**config.mk**
```make
export PLATFORM = sky130hd
export DESIGN_NAME = instr_fetch_unit_flat
export DESIGN_NICKNAME = d
export VERILOG_FILES = /design/src/rtl/instr_fetch_unit_if.sv /design/src/rtl/instr_fetch_unit.sv /design/src/flat_wrapper.sv
export SDC_FILE = /design/constraint.sdc
export NUM_CORES = 1
export LEC_CHECK = 0
export CAP_MARGIN = 10
export CELL_PAD_IN_SITES_DETAIL_PLACEMENT = 1
export CELL_PAD_IN_SITES_GLOBAL_PLACEMENT = 1
export CORE_MARGIN = 1.5
export CORE_UTILIZATION = 45
export CTS_CLUSTER_DIAMETER = 50
export CTS_CLUSTER_SIZE = 40
export DETAILED_ROUTE_END_ITERATION = 6
export PLACE_DENSITY_LB_ADDON = 0.1
export SKIP_LAST_GASP = 1
export SLEW_MARGIN = 20
export SYNTH_ARGS = -nofsm -noshare
export SYNTH_HDL_FRONTEND = slang
export SYNTH_SLANG_ARGS = --single-unit
```
**constraint.sdc**
```tcl
create_clock -name clk -period 5.18 [get_ports clk]
set_input_delay 0.777 -clock clk [delete_from_list [all_inputs] [get_ports clk]]
set_output_delay 0.777 -clock clk [all_outputs]
set_load 0.05 [all_outputs]
```
**src/rtl/instr_fetch_unit_if.sv**
```systemverilog
// Bundle of the fetch unit's memory-side and CPU-side handshake signals.
// master: the fetch unit itself. slave: the memory + CPU environment.
interface instr_fetch_unit_if;
  // instruction memory request / response
  logic        mem_req_valid;
  logic [31:0] mem_req_addr;
  logic        mem_req_ready;
  logic        mem_rsp_valid;
  logic [31:0] mem_rsp_data;
  // CPU side
  logic        instr_valid;
  logic [31:0] instruction;
  logic [31:0] instr_pc;
  logic        instr_ready;
  logic        redirect_valid;
  logic [31:0] redirect_pc;

  modport master (
    output mem_req_valid, mem_req_addr,
    input  mem_req_ready, mem_rsp_valid, mem_rsp_data,
    output instr_valid, instruction, instr_pc,
    input  instr_ready, redirect_valid, redirect_pc
  );

  modport slave (
    input  mem_req_valid, mem_req_addr,
    output mem_req_ready, mem_rsp_valid, mem_rsp_data,
    input  instr_valid, instruction, instr_pc,
    output instr_ready, redirect_valid, redirect_pc
  );
endinterface

```
**src/rtl/instr_fetch_unit.sv**
```systemverilog
// Instruction fetch unit: issues word fetches under a credit limit, buffers
// returned words in a small FIFO with their PCs, and restarts on redirect,
// discarding responses to requests issued before the redirect.
//
// state   | meaning
// --------+-------------------------------------------------------------
// S_FETCH | normal operation; requests issued while credits remain
// S_FLUSH | after a redirect, draining stale responses; no new requests
module instr_fetch_unit #(
  parameter logic [31:0] RESET_PC = 32'h0000_0000,
  parameter int          DEPTH    = 2
) (
  input logic               clk,
  input logic               reset,
  instr_fetch_unit_if.master bus
);

  typedef enum logic {S_FETCH, S_FLUSH} state_t;

  localparam logic [2:0] DEPTH_L  = 3'(DEPTH);
  localparam logic [1:0] LAST_IDX = 2'(DEPTH - 1);

  state_t      r_state;
  logic        r_started;
  logic [31:0] r_fetch_pc;
  logic [31:0] r_rsp_pc;
  logic [2:0]  r_outstanding;
  logic [2:0]  r_stale;
  logic [2:0]  r_count;
  logic [1:0]  r_wr_ptr;
  logic [1:0]  r_rd_ptr;
  logic [31:0] r_buf_data [4];
  logic [31:0] r_buf_pc   [4];

  logic        w_credit;
  logic        w_req_valid;
  logic        w_req_hs;
  logic        w_instr_valid;
  logic        w_instr_hs;
  logic        w_rsp_live;
  logic        w_rsp_keep;
  logic        w_stale_drop;
  logic [2:0]  w_out_after;
  logic [2:0]  w_stale_next;
  logic [31:0] w_redirect_tgt;
  logic        w_unused_pc_bits;

  // Wrap a buffer pointer at DEPTH entries (DEPTH need not be a power of 2).
  function automatic logic [1:0] ptr_inc(input logic [1:0] p);
    return (p == LAST_IDX) ? 2'd0 : p + 2'd1;
  endfunction

  // Request and handshake decode; the request side depends only on registers.
  always_comb begin
    w_credit       = ({1'b0, r_outstanding} + {1'b0, r_count}) < {1'b0, DEPTH_L};
    w_req_valid    = r_started && (r_state == S_FETCH) && w_credit;
    w_req_hs       = w_req_valid && bus.mem_req_ready;
    w_instr_valid  = (r_count != 3'd0);
    w_instr_hs     = w_instr_valid && bus.instr_ready;
    // A response is only genuine if it answers an outstanding request; a
    // pulse with nothing outstanding is a protocol error and is ignored.
    w_rsp_live     = bus.mem_rsp_valid && (r_state == S_FETCH) && (r_outstanding != 3'd0);
    w_rsp_keep     = w_rsp_live && !bus.redirect_valid;
    w_stale_drop   = bus.mem_rsp_valid && (r_state == S_FLUSH) && (r_stale != 3'd0);
    // Outstanding after this cycle's handshakes; on redirect this becomes the
    // stale count, including a request accepted in the redirect cycle.
    w_out_after    = r_outstanding + {2'b00, w_req_hs} - {2'b00, w_rsp_live};
    w_stale_next   = r_stale - {2'b00, w_stale_drop};
    w_redirect_tgt = {bus.redirect_pc[31:2], 2'b00};
  end

  assign w_unused_pc_bits = ^bus.redirect_pc[1:0];

  assign bus.mem_req_valid = w_req_valid;
  assign bus.mem_req_addr  = r_fetch_pc;
  assign bus.instr_valid   = w_instr_valid;
  assign bus.instruction   = r_buf_data[r_rd_ptr];
  assign bus.instr_pc      = r_buf_pc[r_rd_ptr];

  // Fetch/flush FSM with PC and outstanding/stale bookkeeping.
  always_ff @(posedge clk or negedge reset) begin
    if (!reset) begin
      r_state       <= S_FETCH;
      r_started     <= 1'b0;
      r_fetch_pc    <= RESET_PC;
      r_rsp_pc      <= RESET_PC;
      r_outstanding <= 3'd0;
      r_stale       <= 3'd0;
    end else begin
      // Holds off requests until the first edge after reset release.
      r_started <= 1'b1;
      case (r_state)
        S_FETCH: begin
          if (bus.redirect_valid) begin
            r_fetch_pc    <= w_redirect_tgt;
            r_rsp_pc      <= w_redirect_tgt;
            r_outstanding <= 3'd0;
            r_stale       <= w_out_after;
            r_state       <= (w_out_after != 3'd0) ? S_FLUSH : S_FETCH;
          end else begin
            if (w_req_hs)   r_fetch_pc <= r_fetch_pc + 32'd4;
            if (w_rsp_keep) r_rsp_pc   <= r_rsp_pc + 32'd4;
            r_outstanding <= w_out_after;
          end
        end
        S_FLUSH: begin
          r_stale <= w_stale_next;
          if (bus.redirect_valid) begin
            r_fetch_pc <= w_redirect_tgt;
            r_rsp_pc   <= w_redirect_tgt;
          end
          if (w_stale_next == 3'd0) r_state <= S_FETCH;
        end
        default: r_state <= S_FETCH;
      endcase
    end
  end

  // Buffer occupancy and pointers; a redirect empties the buffer after any
  // same-cycle pop has been taken by the CPU.
  always_ff @(posedge clk or negedge reset) begin
    if (!reset) begin
      r_count  <= 3'd0;
      r_wr_ptr <= 2'd0;
      r_rd_ptr <= 2'd0;
    end else if (bus.redirect_valid) begin
      r_count  <= 3'd0;
      r_wr_ptr <= 2'd0;
      r_rd_ptr <= 2'd0;
    end else begin
      if (w_rsp_keep) r_wr_ptr <= ptr_inc(r_wr_ptr);
      if (w_instr_hs) r_rd_ptr <= ptr_inc(r_rd_ptr);
      r_count <= r_count + {2'b00, w_rsp_keep} - {2'b00, w_instr_hs};
    end
  end

  // Buffer storage: each kept response is stored with the PC it answers.
  always_ff @(posedge clk or negedge reset) begin
    if (!reset) begin
      for (int i = 0; i < 4; i++) begin
        r_buf_data[i] <= 32'd0;
        r_buf_pc[i]   <= 32'd0;
      end
    end else if (w_rsp_keep) begin
      r_buf_data[r_wr_ptr] <= bus.mem_rsp_data;
      r_buf_pc[r_wr_ptr]   <= r_rsp_pc;
    end
  end

endmodule

```
**src/flat_wrapper.sv**
```systemverilog
// flat-port wrapper written by rule: the top's interface ports become plain ports
module instr_fetch_unit_flat 
#(
  parameter logic [31:0] RESET_PC = 32'h0000_0000,
  parameter int          DEPTH    = 2
)
  (clk, reset, bus_mem_req_valid, bus_mem_req_addr, bus_mem_req_ready, bus_mem_rsp_valid, bus_mem_rsp_data, bus_instr_valid, bus_instruction, bus_instr_pc, bus_instr_ready, bus_redirect_valid, bus_redirect_pc);
  instr_fetch_unit_if bus_i ();
  input logic clk;
  input logic reset;
  output wire logic [$bits(bus_i.mem_req_valid)-1:0] bus_mem_req_valid;
  output wire logic [$bits(bus_i.mem_req_addr)-1:0] bus_mem_req_addr;
  input wire logic [$bits(bus_i.mem_req_ready)-1:0] bus_mem_req_ready;
  input wire logic [$bits(bus_i.mem_rsp_valid)-1:0] bus_mem_rsp_valid;
  input wire logic [$bits(bus_i.mem_rsp_data)-1:0] bus_mem_rsp_data;
  output wire logic [$bits(bus_i.instr_valid)-1:0] bus_instr_valid;
  output wire logic [$bits(bus_i.instruction)-1:0] bus_instruction;
  output wire logic [$bits(bus_i.instr_pc)-1:0] bus_instr_pc;
  input wire logic [$bits(bus_i.instr_ready)-1:0] bus_instr_ready;
  input wire logic [$bits(bus_i.redirect_valid)-1:0] bus_redirect_valid;
  input wire logic [$bits(bus_i.redirect_pc)-1:0] bus_redirect_pc;
  assign bus_mem_req_valid = bus_i.mem_req_valid;
  assign bus_mem_req_addr = bus_i.mem_req_addr;
  assign bus_i.mem_req_ready = bus_mem_req_ready;
  assign bus_i.mem_rsp_valid = bus_mem_rsp_valid;
  assign bus_i.mem_rsp_data = bus_mem_rsp_data;
  assign bus_instr_valid = bus_i.instr_valid;
  assign bus_instruction = bus_i.instruction;
  assign bus_instr_pc = bus_i.instr_pc;
  assign bus_i.instr_ready = bus_instr_ready;
  assign bus_i.redirect_valid = bus_redirect_valid;
  assign bus_i.redirect_pc = bus_redirect_pc;
  instr_fetch_unit #(.RESET_PC(RESET_PC), .DEPTH(DEPTH)) u_core (.clk(clk), .reset(reset), .bus(bus_i));
endmodule
```
==> metrics.txt <==
status complete, no violations; Clock Latency Late Sink 0.53 ns; MaxCap Viol Count 0; mean area per synthesized cell 13.5 um2; root buffer cell clkbuf_16; Cell Chain, Critical Path buf_4 -> mux4_2 -> clkdlybuf4s50_1; most common cell after layout, fill and taps aside dfrtp_1; R2R Setup Slk 1.34 ns; share of layout cells above drive strength 1 0.314; die height 189 um; initial core utilization 0.455; area grow syn2layout 21.7%; CP Max Fanout 23; Seq/Total Area, Yosys 0.517; largest net degree at the start of global routing 119; synthesis warning total 0; WP data required 4.40 ns; Worst Setup Start Kind register; Fill cells 3442; number of remaining DRC errors 0; Post-synth EDFFs 0; Setup TNS 0 ns; DP Wirelength 25200 um; number of distinct library cells after synthesis 71; Period minus WS final 3.91 ns; Max H-tree Level 2; initial DRC count 484; drt wl/cell 22.1 um; # diodes 0; Core ar. 34400 um2; first-pass GRT wire length 64000 um; M2 GR Usage 0.362; class of the worst hold path in2async; grt total ovfl 0; IO Count 168; DIE WIDTH 189 um; Synth Cell Area 15600 um2; FMAX 256 MHz; maximum buffer depth of the clock tree 3; Pins Over Slew Limit 0; Buf+Inv Stages, Crit Path 2; CTS tree built; arrival time at the worst endpoint 3.13 ns; Port Buffers 161; RSZ-0062 raised after global routing no; FF+latch area 8090 um2; postcts setup bufs 0; Pwr Density 557 nW/um2; area of the multi-input gates 7060 um2; initial antenna violation count 0; WL final 39600 um; Overall Power 10.6 mW; total number of vias 10.4k; endpoints failing setup 0; most frequent cells in the layout dfrtp_1 (321), mux2_2 (185), clkdlybuf4s50_1 (159), mux4_2 (62); CP Capture Type primary output; crit path max-delay cell type clkdlybuf4s50_1; CTS Buf Count 41; Rows 68; Top Family by Delay on Critical Path buffers and inverters; clk_skew 0.0212 ns; nets 1389; clock transition at the registers of the reported paths 0.07 ns; CTS Sinks 323; CP Class reg2out; M3 GR Usage 0.0387; Final Hold Fails 0; Main synth FF type dfrtp_1; ys async rst share 1.00; worst slew pin tran 1.04 ns; fin crit share 0.754; Slew HR 0.307; DIE AREA 35900 um2; GR peak layer met2; Post-Syn Instances 1163; worst stage delay on the critical path 0.78 ns; DRT Pass-1 Iters 4; worst vdd rail ir drop 0.382 mV; Total GRT Usage 0.225; met1 Usage GRT 0.322; GPL Wtd Cong 0.818; Post-DRT Antenna Nets 0; Vias per Instance 5.78; hold_buf cts 0; synthesis-stage register bit count 323; Static Leak 8.59 nW; vias in the first global route 11.2k; PostCTS Resize Cnt 0
[metal layers]
| metal | vias up | routed length [um] |
|---|---|---|
| li1 | 4639 | - |
| met1 | 5431 | 18300 |
| met2 | 235 | 18700 |
| met3 | 45 | 1960 |
| met4 | 0 | 612 |
| met5 | - | 0 |
[cell type report]
type	count	share of cell area
repair buffers	185	0.0965
inverters	18	0.00355
clock inverters	27	0.0189
well taps	455	0.0299
multi-input cells	737	0.371
clock buffers	45	0.0557
flip-flops and latches	323	0.425
[worst paths after layout]
path	cells after the start	startpoint	end
worst min register to register	1	u_core.r_buf_pc[42]	u_core.r_buf_pc[42]
worst min-delay path	1	reset	u_core.r_buf_data[85]
worst max-delay path	3	u_core.r_rd_ptr[0]	bus_instr_pc[13]
max in group asynchronous	2	reset	u_core.r_rsp_pc[31]
worst max register to register	14	u_core.r_outstanding[1]	u_core.r_state
min in group clk	1	u_core.r_buf_pc[42]	u_core.r_buf_pc[42]
[sequential cells by signal (all words and copies together), names as in the netlist, 3 cells and up]
name                     count
u_core.bus.mem_req_addr     30
u_core.r_rsp_pc             30
u_core.r_count               3
u_core.r_buf_pc            120
u_core.r_outstanding         3
u_core.r_buf_data          128
u_core.r_stale               3
[cell families after synthesis]
| group | synth area share |
|---|---|
| AND/OR/NAND/NOR | 0.0749 |
| flip-flops | 0.517 |
| multiplexers | 0.282 |
| buffers and inverters | 0.0352 |
| adder cells (fa/ha/maj) | 0.0118 |
| AO/OA/AOI/OAI | 0.0725 |
| other | 0.000480 |
| XOR/XNOR | 0.00616 |
[stage by stage]
stage                     std cells   util  worst slack (ns)  instance area, um2  hold WS, ns
after detailed placement       1718  0.513              1.38               17600        0.471
final                          1790  0.554              1.27               19000        0.357
after global routing           1790  0.554              1.06               19000        0.422
after CTS                      1790  0.554              1.17               19000        0.390
after global placement         1717  0.512              1.40               17600        0.464
after floorplan                1166      -              1.76               15700        0.445
[cell usage after synthesis, types with 14 or more instances]
cell / instances / area share
mux4_2: 62 / 0.089
nand4_1: 21 / 0.0084
buf_6: 14 / 0.010
nand3_1: 41 / 0.013
mux2_4: 56 / 0.054
a21oi_1: 45 / 0.014
mux2_2: 185 / 0.13
inv_1: 17 / 0.0041
o21ai_0: 32 / 0.010
dfrtp_1: 323 / 0.52
buf_2: 24 / 0.0077
clkbuf_1: 40 / 0.0096
nor2_1: 41 / 0.0098
nand2_1: 56 / 0.013
[where the power goes]
| part | internal, mW | switching (mW) |
|---|---|---|
| Clock | 1.81 | 1.17 |
| Sequential | 3.01 | 0.532 |
| Combinational | 1.76 | 2.32 |
Power figures use the tool's default switching activity.
